--- src/rtl/field_time_entry_pkg.sv ---
// field_time_entry_pkg: shared state encoding, BCD range limits and helpers for time entry
package field_time_entry_pkg;

    typedef enum logic [1:0] {S_IDLE, S_ENTRY, S_DONE} state_e;

    localparam int         FIDX_W     = 2;
    localparam logic [6:0] HOUR24_MAX = 7'd23;
    localparam logic [6:0] HOUR12_MAX = 7'd12;
    localparam logic [6:0] MINSEC_MAX = 7'd59;

    function automatic logic field_ok(input logic first, input logic mode12,
                                      input logic [3:0] tens, input logic [3:0] ones);
        logic [6:0] v;
        v = 7'(tens) * 7'd10 + 7'(ones);
        return first ? (mode12 ? (v >= 7'd1 && v <= HOUR12_MAX) : (v <= HOUR24_MAX))
                     : (v <= MINSEC_MAX);
    endfunction

    function automatic logic [3:0] onehot_digit(input logic [9:0] k);
        logic [3:0] d;
        d = '0;
        for (int i = 0; i < 10; i++) d = k[i] ? 4'(i) : d;
        return d;
    endfunction

endpackage

--- src/rtl/bcd_field_reg.sv ---
// bcd_field_reg: one two-digit BCD working field with shift-in, clear and saturating digit count
module bcd_field_reg (
    input  logic       clk_i,
    input  logic       rst_ni,
    input  logic       clr_i,
    input  logic       shift_i,
    input  logic [3:0] digit_i,
    output logic [3:0] tens_o,
    output logic [3:0] ones_o,
    output logic [1:0] cnt_o
);

    logic [3:0] tens_q, ones_q;
    logic [1:0] cnt_q;

    // clear wins over shift; a shift moves ones into tens and counts up to two digits
    always_ff @(posedge clk_i or negedge rst_ni) begin
        if (!rst_ni) begin
            tens_q <= '0;
            ones_q <= '0;
            cnt_q  <= '0;
        end else if (clr_i) begin
            tens_q <= '0;
            ones_q <= '0;
            cnt_q  <= '0;
        end else if (shift_i) begin
            tens_q <= ones_q;
            ones_q <= digit_i;
            cnt_q  <= (cnt_q == 2'd2) ? 2'd2 : cnt_q + 2'd1;
        end
    end

    assign tens_o = tens_q;
    assign ones_o = ones_q;
    assign cnt_o  = cnt_q;

endmodule

--- src/rtl/field_time_entry.sv ---
// field_time_entry: keypad-driven BCD time entry with per-field validation, back/clear and inactivity abort
module field_time_entry
    import field_time_entry_pkg::*;
#(
    parameter int NUM_FIELDS     = 3,
    parameter int TIMEOUT_CYCLES = 50000000
) (
    input  logic                    clock,
    input  logic                    reset,
    input  logic                    en,
    input  logic [9:0]              keypad,
    input  logic                    sharp,
    input  logic                    star,
    input  logic                    mode12,
    output logic                    busy,
    output logic [FIDX_W-1:0]       field_idx,
    output logic [NUM_FIELDS*8-1:0] time_out,
    output logic                    completeSetting,
    output logic                    error,
    output logic                    timeout
);

    localparam int TW = ($clog2(TIMEOUT_CYCLES) > 0) ? $clog2(TIMEOUT_CYCLES) : 1;

    state_e                  state_q, state_d;
    logic [FIDX_W-1:0]       idx_q, idx_d;
    logic [TW-1:0]           timer_q, timer_d;
    logic [NUM_FIELDS*8-1:0] time_q, packed_w;
    logic                    err_q, err_d, to_q, to_d, commit;
    logic [NUM_FIELDS-1:0]   clr, shift;
    logic [3:0]              tens [NUM_FIELDS];
    logic [3:0]              ones [NUM_FIELDS];
    logic [1:0]              cnt  [NUM_FIELDS];
    logic [3:0]              digit;
    logic                    key_ok, any_strobe, last;

    assign digit      = onehot_digit(keypad);
    assign key_ok     = (keypad != '0) && ((keypad & (keypad - 10'd1)) == '0);
    assign any_strobe = (keypad != '0) || sharp || star;
    assign last       = idx_q == FIDX_W'(NUM_FIELDS - 1);

    for (genvar f = 0; f < NUM_FIELDS; f++) begin : g_field
        bcd_field_reg u_reg (
            .clk_i   (clock),
            .rst_ni  (reset),
            .clr_i   (clr[f]),
            .shift_i (shift[f]),
            .digit_i (digit),
            .tens_o  (tens[f]),
            .ones_o  (ones[f]),
            .cnt_o   (cnt[f])
        );
    end

    // field 0 lands in the MSBs, tens nibble above ones nibble
    always_comb begin
        packed_w = '0;
        for (int f = 0; f < NUM_FIELDS; f++) packed_w[(NUM_FIELDS-1-f)*8 +: 8] = {tens[f], ones[f]};
    end

    // next state: star beats sharp beats keypad; the idle timer only fires on strobe-free cycles
    always_comb begin
        state_d = state_q;
        idx_d   = idx_q;
        timer_d = '0;
        clr     = '0;
        shift   = '0;
        commit  = 1'b0;
        err_d   = 1'b0;
        to_d    = 1'b0;
        case (state_q)
            S_IDLE: begin
                if (en) begin
                    state_d = S_ENTRY;
                    clr     = '1;
                end
            end
            S_ENTRY: begin
                timer_d = any_strobe ? '0 : timer_q + 1'b1;
                if (star) begin
                    if (cnt[idx_q] != '0) begin
                        clr[idx_q] = 1'b1;
                    end else if (idx_q != '0) begin
                        idx_d              = idx_q - 1'b1;
                        clr[idx_q - 1'b1]  = 1'b1;
                    end else begin
                        state_d = S_IDLE;
                    end
                end else if (sharp) begin
                    if (!field_ok(idx_q == '0, mode12, tens[idx_q], ones[idx_q])) begin
                        err_d      = 1'b1;
                        clr[idx_q] = 1'b1;
                    end else if (last) begin
                        state_d = S_DONE;
                        commit  = 1'b1;
                    end else begin
                        idx_d = idx_q + 1'b1;
                    end
                end else if (key_ok) begin
                    shift[idx_q] = 1'b1;
                end else if (!any_strobe && timer_q == TW'(TIMEOUT_CYCLES - 1)) begin
                    state_d = S_IDLE;
                    to_d    = 1'b1;
                end
            end
            default: state_d = S_IDLE;
        endcase
        idx_d = (state_d == S_IDLE) ? '0 : idx_d;
    end

    // state, field index, idle timer, committed value and registered pulses
    always_ff @(posedge clock or negedge reset) begin
        if (!reset) begin
            state_q <= S_IDLE;
            idx_q   <= '0;
            timer_q <= '0;
            time_q  <= '0;
            err_q   <= 1'b0;
            to_q    <= 1'b0;
        end else begin
            state_q <= state_d;
            idx_q   <= idx_d;
            timer_q <= timer_d;
            time_q  <= commit ? packed_w : time_q;
            err_q   <= err_d;
            to_q    <= to_d;
        end
    end

    assign busy            = state_q != S_IDLE;
    assign field_idx       = idx_q;
    assign time_out        = time_q;
    assign completeSetting = state_q == S_DONE;
    assign error           = err_q;
    assign timeout         = to_q;

endmodule

--- config.mk ---
export PLATFORM = sky130hd
export DESIGN_NAME = field_time_entry
export DESIGN_NICKNAME = d
export VERILOG_FILES = /design/src/rtl/field_time_entry_pkg.sv /design/src/rtl/bcd_field_reg.sv /design/src/rtl/field_time_entry.sv
export SDC_FILE = /design/constraint.sdc
export NUM_CORES = 1
export LEC_CHECK = 0
export CAP_MARGIN = 40
export CORE_UTILIZATION = 30
export CTS_BUF_LIST = sky130_fd_sc_hd__clkbuf_8
export DETAILED_ROUTE_END_ITERATION = 7
export PLACE_DENSITY_LB_ADDON = 0.25
export SYNTH_ARGS = -nofsm -noshare
export SYNTH_HDL_FRONTEND = slang
export SYNTH_HIERARCHICAL = 1
export SYNTH_SLANG_ARGS = --single-unit
--- constraint.sdc ---
create_clock -name clock -period 3.6 [get_ports clock]
set_clock_uncertainty 0.1 [all_clocks]
set_input_delay 0.9 -clock clock [delete_from_list [all_inputs] [get_ports clock]]
set_output_delay 0.9 -clock clock [all_outputs]
set_load 0.005 [all_outputs]
==> flow_summary.yaml, run 1 <==
outcome:
  status: "complete, no violations"
yosys:
  synthCells: 448
  synth_area_leader_cell: "dfrtp_1"
  synth_top_flop_cell: "dfrtp_1"
  yosys_register_bits: 86
  netlist_top_cells_count: "dfrtp_1, nor2_1, mux2i_1"
  ys_warn_count: 6
  yosysUniqueCellTypes: 55
  synth_nets: 481
  synth_area_mm2: 0.004756
  synth_most_common_cell: "dfrtp_1"
  synthTopCellsByArea: "dfrtp_1, mux2i_1, mux2_4"
  synth.top_cell.area_share_pct: 45.25
  synth-edff-count: 0
  async_reset_ff_share_pct: 100.0
  yosysSeqAreaShare_pct: 45.25
  synth.avg_cell_area_um2: 10.62
cells_and_area:
  num_antenna_cells: 0
  final_nets: 559
  areaGrowthSynthToFinish_pct: 28.55
  final_cells: 742
  drive_above_1_share_pct: 20.90
  fillCellCount: 1524
timing:
  setup_viol: 0
  timing.fmax_mhz: 281.8
  finalCritPeriodShare_pct: 98.56
  maxSlewViolCount: 0
  rsz0062_at_grt: "true"
  hold_viol: 0
  setup_ws_ns: 0.05176
  worst_slew_margin_rel_pct: 41.14
  fin_crit_ns: 3.548
  worstMarginPinSlew_ns: 0.8761
grt:
  grt_use_met2_pct: 25.45
  grtUsageTotal_pct: 14.98
  use_met3_pct: 4.048
  grt.overflow.total: 0
  grtUsageMet1_pct: 18.44
  grt_pass1_wl_mm: 18.84
  grt.busiest_layer: "met2"
  first_global_vias: 3659
  grt_max_degree: 37
  antenna_found_initial: 0
worst_setup_path:
  ff2ff_setup_slack_ns: 0.05
  path_max_fanout: 7
  cp_cell_sequence: "mux2_4 -> nor2_4 -> a21oi_2 -> ha_1 -> ha_2 -> inv_2 -> fa_2 -> or3_4 -> a2111o_1 -> o211ai_1 -> and4_1 -> mux2_2"
  slowest_stage: "dfrtp_2"
  crit_type: "reg -> reg"
  crit_path_max_incr_delay_ns: 0.50
  cp_data_required_time_ns: 3.77
  arrival_ns: 3.72
  crit_path_start_kind: "flop"
  end_kind: "flop"
routing:
  vias: 3543
  drc: 0
  firstDrtPassIters: 6
  wl_per_cell_um: 15.32
  ant_nets: 0
  wirelength_mm: 11.37
  first_iter_violations: 113
  vias_per_cell: 4.775
floorplanning:
  core_area_mm2: 0.01531
  dieArea_mm2: 0.01636
  die_h_um: 127.9
  dieWidth_um: 127.9
  fp-row-count: 45
  io_pins: 46
  start_util_pct: 31.05
hold_path:
  hold_path_class: "in -> async"
cts:
  cts_tree: "yes"
  hold_buffers: 0
  clockBufferDepth: 2
  numCtsBuffers: 9
  cts-root-buf: "clkbuf_8"
  clkTransAtPathRegs_ns: 0.09
  htree_levels: 3
  cts.sinks: 86
  clk_latency_ns: 0.38
pwr:
  leakage_uw: 0.002650
  peakVddDrop_v: 0.0002936
  power.total_uw: 2551
  power.density_mw_per_mm2: 417.3
placed_design:
  io_buffers: 45
  gp_congestion: 0.8662
  pre_cts_slack_ns: -0.1764
  placedCellCount: 723
  dp_hpwl_mm: 8.397
run:
  drv_cap: 0
placed cells by master, fill, tap and decap left out, types with 3 or more instances in the layout:
master / count
or3_1: 6
dfrtp_1: 85
a21oi_1: 11
inv_1: 17
nand2b_1: 5
o21bai_1: 3
mux2i_1: 38
buf_4: 30
nor2b_1: 6
nand2_1: 16
clkdlybuf4s50_1: 44
ha_1: 12
nor3_1: 5
clkbuf_8: 12
xor2_1: 17
and2_1: 7
mux2_4: 20
and3_1: 6
xnor2_1: 6
nand3_1: 14
nand4_1: 6
nor2_1: 71
buf_12: 6
o21ai_0: 10
o21ai_1: 3
mux2_2: 7
area by class of cell:
| cell class | count | area [um2] | share of cell area (%) |
|---|---|---|---|
| clock buffers | 12 | 165.2 | 2.702 |
| clock inverters | 4 | 77.57 | 1.269 |
| inverters | 18 | 67.56 | 1.105 |
| multi-input cells | 329 | 2574 | 42.10 |
| flip-flops and latches | 86 | 2153 | 35.22 |
| well taps | 211 | 264.0 | 4.318 |
| repair buffers | 82 | 812.0 | 13.28 |
cells by family after synthesis:
| group | synth area share, % |
|---|---|
| muxes | 16.76 |
| xor gates and xnor gates | 4.420 |
| buffers and inverters | 3.420 |
| AOI/OAI and AO/OA | 7.604 |
| adders and majority gates | 4.999 |
| DFF | 45.25 |
| and+or+nand+nor | 17.55 |
timing repair:
action	CTS	global route
resized for setup	8	24
pin swaps	2	4
setup buffers	1	2
setup endpoints to repair	40	56
worst max-delay path, delay by kind of cell, from the launching register on:
kind | cells | cell delay, ns
adders and majority gates | 3 | 0.81
and+or+nand+nor | 3 | 0.71
muxes | 2 | 0.68
AOI/OAI and AO/OA | 3 | 0.61
DFF | 1 | 0.50
buffers and inverters | 1 | 0.03
metal layers:
| layer | routed length (um) | part of all wire (%) |
|---|---|---|
| met4 | 180 | 1.6 |
| met2 | 5619 | 49 |
| met1 | 5158 | 45 |
| met3 | 410 | 3.6 |
| met5 | 0 | 0 |
registers in the layout, summed over array words and instances (netlist names):
signal                count
timer_q                  26
time_out                 24
field_idx                 2
timeout                   1
g_field.u_reg/cnt_o       6
g_field.u_reg/tens_o     12
g_field.u_reg/ones_o     12
error                     1
state_q                   2
metrics by stage:
stage	hold slack [ns]	area [um2]	TNS [ns]	util (%)
6_report	0.3745	6113	0	39.92
5_1_grt	0.3977	6113	-1.449	39.92
4_1_cts	0.3689	6005	0	39.21
3_5_place_dp	0.3929	5712	-5.443	37.30
3_3_place_gp	0.3960	5712	-3.849	37.30
2_1_floorplan	0.3758	4768	0	-
worst paths after layout:
kind	from	end	cells past startpoint
max	field_idx[1]	field_idx[0]	12
min in group clock	time_out[23]	time_out[23]	1
max reg2reg	field_idx[1]	field_idx[0]	12
max in group asynchronous	reset	timer_q[23]	2
min reg2reg	time_out[23]	time_out[23]	1
min	reset	g_field[2].u_reg/tens_o[0]	1
power by group:
part	total [uW]	leakage, uW	internal, uW	switching, uW
Clock	811	0.000123	450	361
Combinational	726	0.00133	333	392
Sequential	1010	0.00120	983	31.6
Total	2550	0.00265	1770	785
Note: power is estimated with default switching activity, not from simulation.
==> run 2: changes to the inputs <==
Settings changed: ABC_AREA set to 1.
==> flow_summary.yaml, run 2 <==
pwr:
  internal_power_uw: 1709
  pwr-share-seq_pct: 35.5
  power.switching_uw: 1109
  p_clk_share_pct: 22.5
  p_comb_share_pct: 41.9
  power.total_uw: 2818
  leakage_uw: 0.002853
  peakVddDrop_v: 0.0001926
  power.density_mw_per_mm2: 462.4
  p_sw_share_pct: 39.35
placed_design:
  gp_congestion: 0.8934
  io_buffers: 45
  dp_hpwl_mm: 8.916
  pre_cts_slack_ns: -0.005077
yosys:
  synth.top_cell.area_share_pct: 43.61
  synth_top_flop_cell: "dfrtp_1"
  synth-edff-count: 0
  synth_area_mm2: 0.004935
  synth.avg_cell_area_um2: 7.959
  async_reset_ff_share_pct: 100.0
  yosys_register_bits: 86
  yosysSeqAreaShare_pct: 43.61
  netlist_top_cells_count: "nand2_1, dfrtp_1, inv_1"
  yosysUniqueCellTypes: 43
  synthTopCellsByArea: "dfrtp_1, nand2_1, inv_1"
  ys_warn_count: 6
  synth_nets: 653
  synthCells: 620
  synth_area_leader_cell: "dfrtp_1"
  synth_most_common_cell: "nand2_1"
cells_and_area:
  drive_above_1_share_pct: 20.83
  largest_register_ffs: 26
  top_register: "timer_q"
  final_common_cell: "nand2_1"
  areaGrowthSynthToFinish_pct: 23.53
  final_nets: 729
  num_antenna_cells: 0
  mostFrequentLayoutCells: "nand2_1, dfrtp_1, inv_1"
cts:
  numCtsBuffers: 9
  clkTransAtPathRegs_ns: 0.10
  cts-root-buf: "clkbuf_8"
  clk_latency_ns: 0.39
  clockBufferDepth: 2
  htree_levels: 3
  cts_tree: "yes"
  cts.sinks: 86
  hold_buffers: 0
floorplanning:
  start_util_pct: 30.95
  dieWidth_um: 130.3
  io_pins: 46
  core_area_mm2: 0.01594
  dieArea_mm2: 0.01697
  fp-row-count: 46
  die_h_um: 130.3
timing:
  worstMarginPinSlew_ns: 0.5010
  worst_slew_margin_rel_pct: 66.53
  maxSlewViolCount: 0
  timing.fmax_mhz: 289.6
  finalCritPeriodShare_pct: 95.93
  finalSetupTns_ns: 0
  setup_ws_ns: 0.1465
  fin_crit_ns: 3.454
  hold_viol: 0
  setup_viol: 0
grt:
  grtUsageTotal_pct: 15.18
  grt.overflow.total: 0
  antenna_found_initial: 0
  grt_max_degree: 60
  first_global_vias: 4031
  grt_pass1_wl_mm: 19.87
routing:
  firstDrtPassIters: 4
  wirelength_mm: 11.96
  first_iter_violations: 238
  wl_per_cell_um: 13.05
  ant_nets: 0
  vias: 4196
  vias_per_cell: 4.576
  drc: 0
outcome:
  status: "complete, no violations"
worst_setup_path:
  path_max_fanout: 5
  crit_path_start_kind: "flop"
  reg2reg_depth: 22
  crit_type: "reg -> reg"
  end_kind: "flop"
  arrival_ns: 3.69
  cp_data_required_time_ns: 3.83
run:
  drv_cap: 0
hold_path:
  hold_path_class: "in -> async"
run 2: cell type report:
class / instances / area (um2)
repair inverters: 1 / 5.005
fillers: 1630 / 9847
inverters: 91 / 361.6
well taps: 216 / 270.3
flip-flops and latches: 86 / 2153
repair buffers: 73 / 698.2
clock inverters: 7 / 51.30
clock buffers: 9 / 123.9
multi-input cells: 434 / 2432
run 2: power groups by stage:
stage / Clock, uW / Combinational (uW) / Sequential [uW]
2_1_floorplan: 0 / 683 / 1020
3_3_place_gp: 0 / 959 / 1010
3_5_place_dp: 0 / 974 / 1010
4_1_cts: 654 / 979 / 994
5_1_grt: 689 / 1310 / 1010
6_report: 635 / 1180 / 1000
run 2: cell families after synthesis:
family                     Yosys count  synth area share (%)
adders and majority gates           17                 4.615
AOI/OAI and AO/OA                   82                 10.32
and+or+nand+nor                    330                 31.80
DFF                                 86                 43.61
buffers and inverters              102                 9.128
xor gates and xnor gates             3                0.5326
run 2: timing repair:
item,CTS,global route
hold endpoints to repair,0,0
cloned,0,3
resized for setup,1,39
setup endpoints to repair,11,56
pin swaps,1,12
buffers inserted,0,13
run 2: worst max-delay path, stage by stage (launching register included):
cell,delay [ns]
dfrtp_2,0.47
buf_6,0.14
nand2_1,0.09
nand3_2,0.11
nand2_2,0.10
ha_1,0.23
ha_2,0.19
inv_2,0.05
fa_2,0.46
buf_4,0.16
xnor2_1,0.20
nand2_1,0.07
inv_1,0.07
nand3_2,0.10
nand2_2,0.09
nand2_2,0.08
nand2_4,0.08
nor2_2,0.04
nand3_2,0.07
nand3_4,0.13
nor2_4,0.20
nand2_1,0.08
nand2_1,0.07
run 2: metal layers:
layer	GRT usage (%)	share of wire (%)	up-vias
met2	23.25	44	95
li1	-	-	2147
met4	4.720	1.7	0
met5	0	0	-
met1	20.72	47	1938
met3	4.141	7.1	16
run 2: worst paths after layout:
kind / start / endpoint / slack, ns
max: field_idx[0] / g_field[1].u_reg/cnt_o[0] / 0.15
min: reset / time_out[23] / 0.33
max reg2reg: field_idx[0] / g_field[1].u_reg/cnt_o[0] / 0.15
min reg2reg: timer_q[0] / timer_q[0] / 0.38
max in group asynchronous: reset / field_idx[0] / 2.46
min in group clock: timer_q[0] / timer_q[0] / 0.38
run 2: per-stage QoR:
stage | utilization (%) | area [um2] | hold slack (ns) | instances
floorplan | - | 4936 | 0.3298 | 620
global placement | 35.53 | 5664 | 0.3479 | 884
detailed placement | 35.70 | 5692 | 0.3582 | 885
CTS | 36.80 | 5867 | 0.3286 | 901
global route | 38.24 | 6096 | 0.3407 | 917
finish | 38.24 | 6096 | 0.3283 | 917
==> run 3: changes to the inputs <==
Settings changed: CAP_MARGIN 40 to not set, PLACE_DENSITY set to 0.53, PLACE_DENSITY_LB_ADDON 0.25 to not set.
==> flow_summary.yaml, run 3 (same netlist as run 2, synthesis figures left out) <==
pwr:
  p_sw_share_pct: 39.59
  internal_power_uw: 1718
  power.switching_uw: 1126
  leakage_uw: 0.002837
  p_comb_share_pct: 41.1
  power.density_mw_per_mm2: 466.5
  peakVddDrop_v: 0.0002514
  p_clk_share_pct: 23.6
  pwr-share-seq_pct: 35.3
routing:
  firstDrtPassIters: 5
  drc: 0
  first_iter_violations: 247
  vias: 4242
  vias_per_cell: 4.641
  wirelength_mm: 12.25
  wl_per_cell_um: 13.41
  ant_nets: 0
floorplanning:
  core_area_mm2: 0.01594
  dieArea_mm2: 0.01697
  io_pins: 46
  fp-row-count: 46
  start_util_pct: 30.95
  die_h_um: 130.3
  dieWidth_um: 130.3
timing:
  setup_viol: 0
  worst_slew_margin_rel_pct: 26.45
  timing.fmax_mhz: 290.5
  maxSlewViolCount: 0
  finalSetupTns_ns: 0
  worstMarginPinSlew_ns: 1.103
  hold_viol: 0
  finalCritPeriodShare_pct: 95.62
  fin_crit_ns: 3.442
worst_setup_path:
  arrival_ns: 3.62
  cp_data_required_time_ns: 3.77
  end_kind: "flop"
  crit_type: "reg -> reg"
  crit_path_start_kind: "flop"
  path_max_fanout: 10
grt:
  first_global_vias: 4047
  grtUsageTotal_pct: 15.74
  grt.overflow.total: 0
  antenna_found_initial: 0
  grt_pass1_wl_mm: 20.26
  grt_max_degree: 87
hold_path:
  hold_path_class: "reg -> reg"
cells_and_area:
  areaGrowthSynthToFinish_pct: 23.55
  final_nets: 726
  drive_above_1_share_pct: 21.20
  top_register: "timer_q"
  final_common_cell: "nand2_1"
  largest_register_ffs: 26
  num_antenna_cells: 0
  mostFrequentLayoutCells: "nand2_1, dfrtp_1, inv_1"
  fin_util_pct: 38.24
cts:
  hold_buffers: 0
  cts-root-buf: "clkbuf_8"
  clockBufferDepth: 2
  clk_latency_ns: 0.39
  htree_levels: 3
  cts.sinks: 86
  clkTransAtPathRegs_ns: 0.10
  numCtsBuffers: 9
  cts_tree: "yes"
placed_design:
  gp_congestion: 0.8740
  dp_hpwl_mm: 8.948
  io_buffers: 45
run:
  drv_cap: 0
outcome:
  status: "complete, no violations"
## run 3: cell count changes in the layout (fill, tap and decap cells not counted), sizes merged
cell | previous run | this run
inv | 91 | 92
clkinvlp | 3 | 2
clkbuf | 9 | 11
clkinv | 5 | 3
buf | 29 | 26
## run 3: through the flow
step           std cells  hold slack [ns]  total power (uW)  area, um2  setup slack, ns
2_1_floorplan        620           0.3298              1703       4936         0.004442
3_3_place_gp         886           0.3460              1981       5692          0.07061
3_5_place_dp         886           0.3538              1993       5692         -0.02851
4_1_cts              904           0.3685              2693       5904          0.03419
5_1_grt              914           0.4000              3042       6097         -0.02510
6_report             914           0.3665              2844       6097           0.1576
## run 3: path summary, 6_finish.rpt
kind	start	end	slack, ns	cells after the start
worst max register to register	field_idx[0]	g_field[2].u_reg/cnt_o[0]	0.16	24
min in group asynchronous	reset	time_out[12]	0.62	1
worst max-delay path	field_idx[0]	g_field[2].u_reg/cnt_o[0]	0.16	24
max in group asynchronous	reset	field_idx[0]	2.00	1
worst min-delay path	timer_q[0]	timer_q[0]	0.37	1
worst min register to register	timer_q[0]	timer_q[0]	0.37	1
## run 3: timing repair
action	4_1_cts	5_1_grt
resized for setup	5	39
pin swaps	2	8
gates cloned	2	0
endpoints found under the hold margin	0	0
endpoints found under the setup margin	12	57
buffers inserted	0	10
## run 3: critical path: stages, from the launching register on
cell,delay (ns)
dfrtp_2,0.45
clkinv_4,0.11
a21oi_1,0.19
o21ai_2,0.08
o21ai_2,0.07
ha_1,0.25
ha_2,0.19
inv_2,0.05
fa_1,0.45
nor2_2,0.12
nand3b_1,0.10
nand2_2,0.09
inv_1,0.04
nand3_1,0.08
nand2_2,0.06
nand2_1,0.09
nand2_2,0.08
nand2_4,0.08
nand2_4,0.07
o22ai_2,0.09
nand2_1,0.10
nand2_4,0.12
inv_4,0.08
nand3_1,0.09
nand2_1,0.07
## run 3: power groups by stage
stage | Sequential [uW] | Clock, uW | Combinational (uW)
final | 1000 | 672 | 1170
after detailed placement | 1020 | 0 | 978
after floorplan | 1020 | 0 | 683
after global placement | 1020 | 0 | 966
after global routing | 1010 | 746 | 1290
after CTS | 999 | 703 | 991
## run 3: metal layers
layer | vias up | global-route usage [%] | routed length [um]
met5 | - | 0 | 0
li1 | 2146 | - | -
met4 | 0 | 5.404 | 193
met2 | 82 | 24.56 | 5611
met3 | 12 | 3.936 | 551
met1 | 2002 | 21.13 | 5897
## run 3: final cells by class
class,instances,area [um2]
fillers,1655,9846
multi-input cells,434,2449
flip-flops and latches,86,2153
repair buffers,71,675.6
inverters,91,359.1
well taps,216,270.3
clock buffers,10,137.6
clock inverters,6,52.55
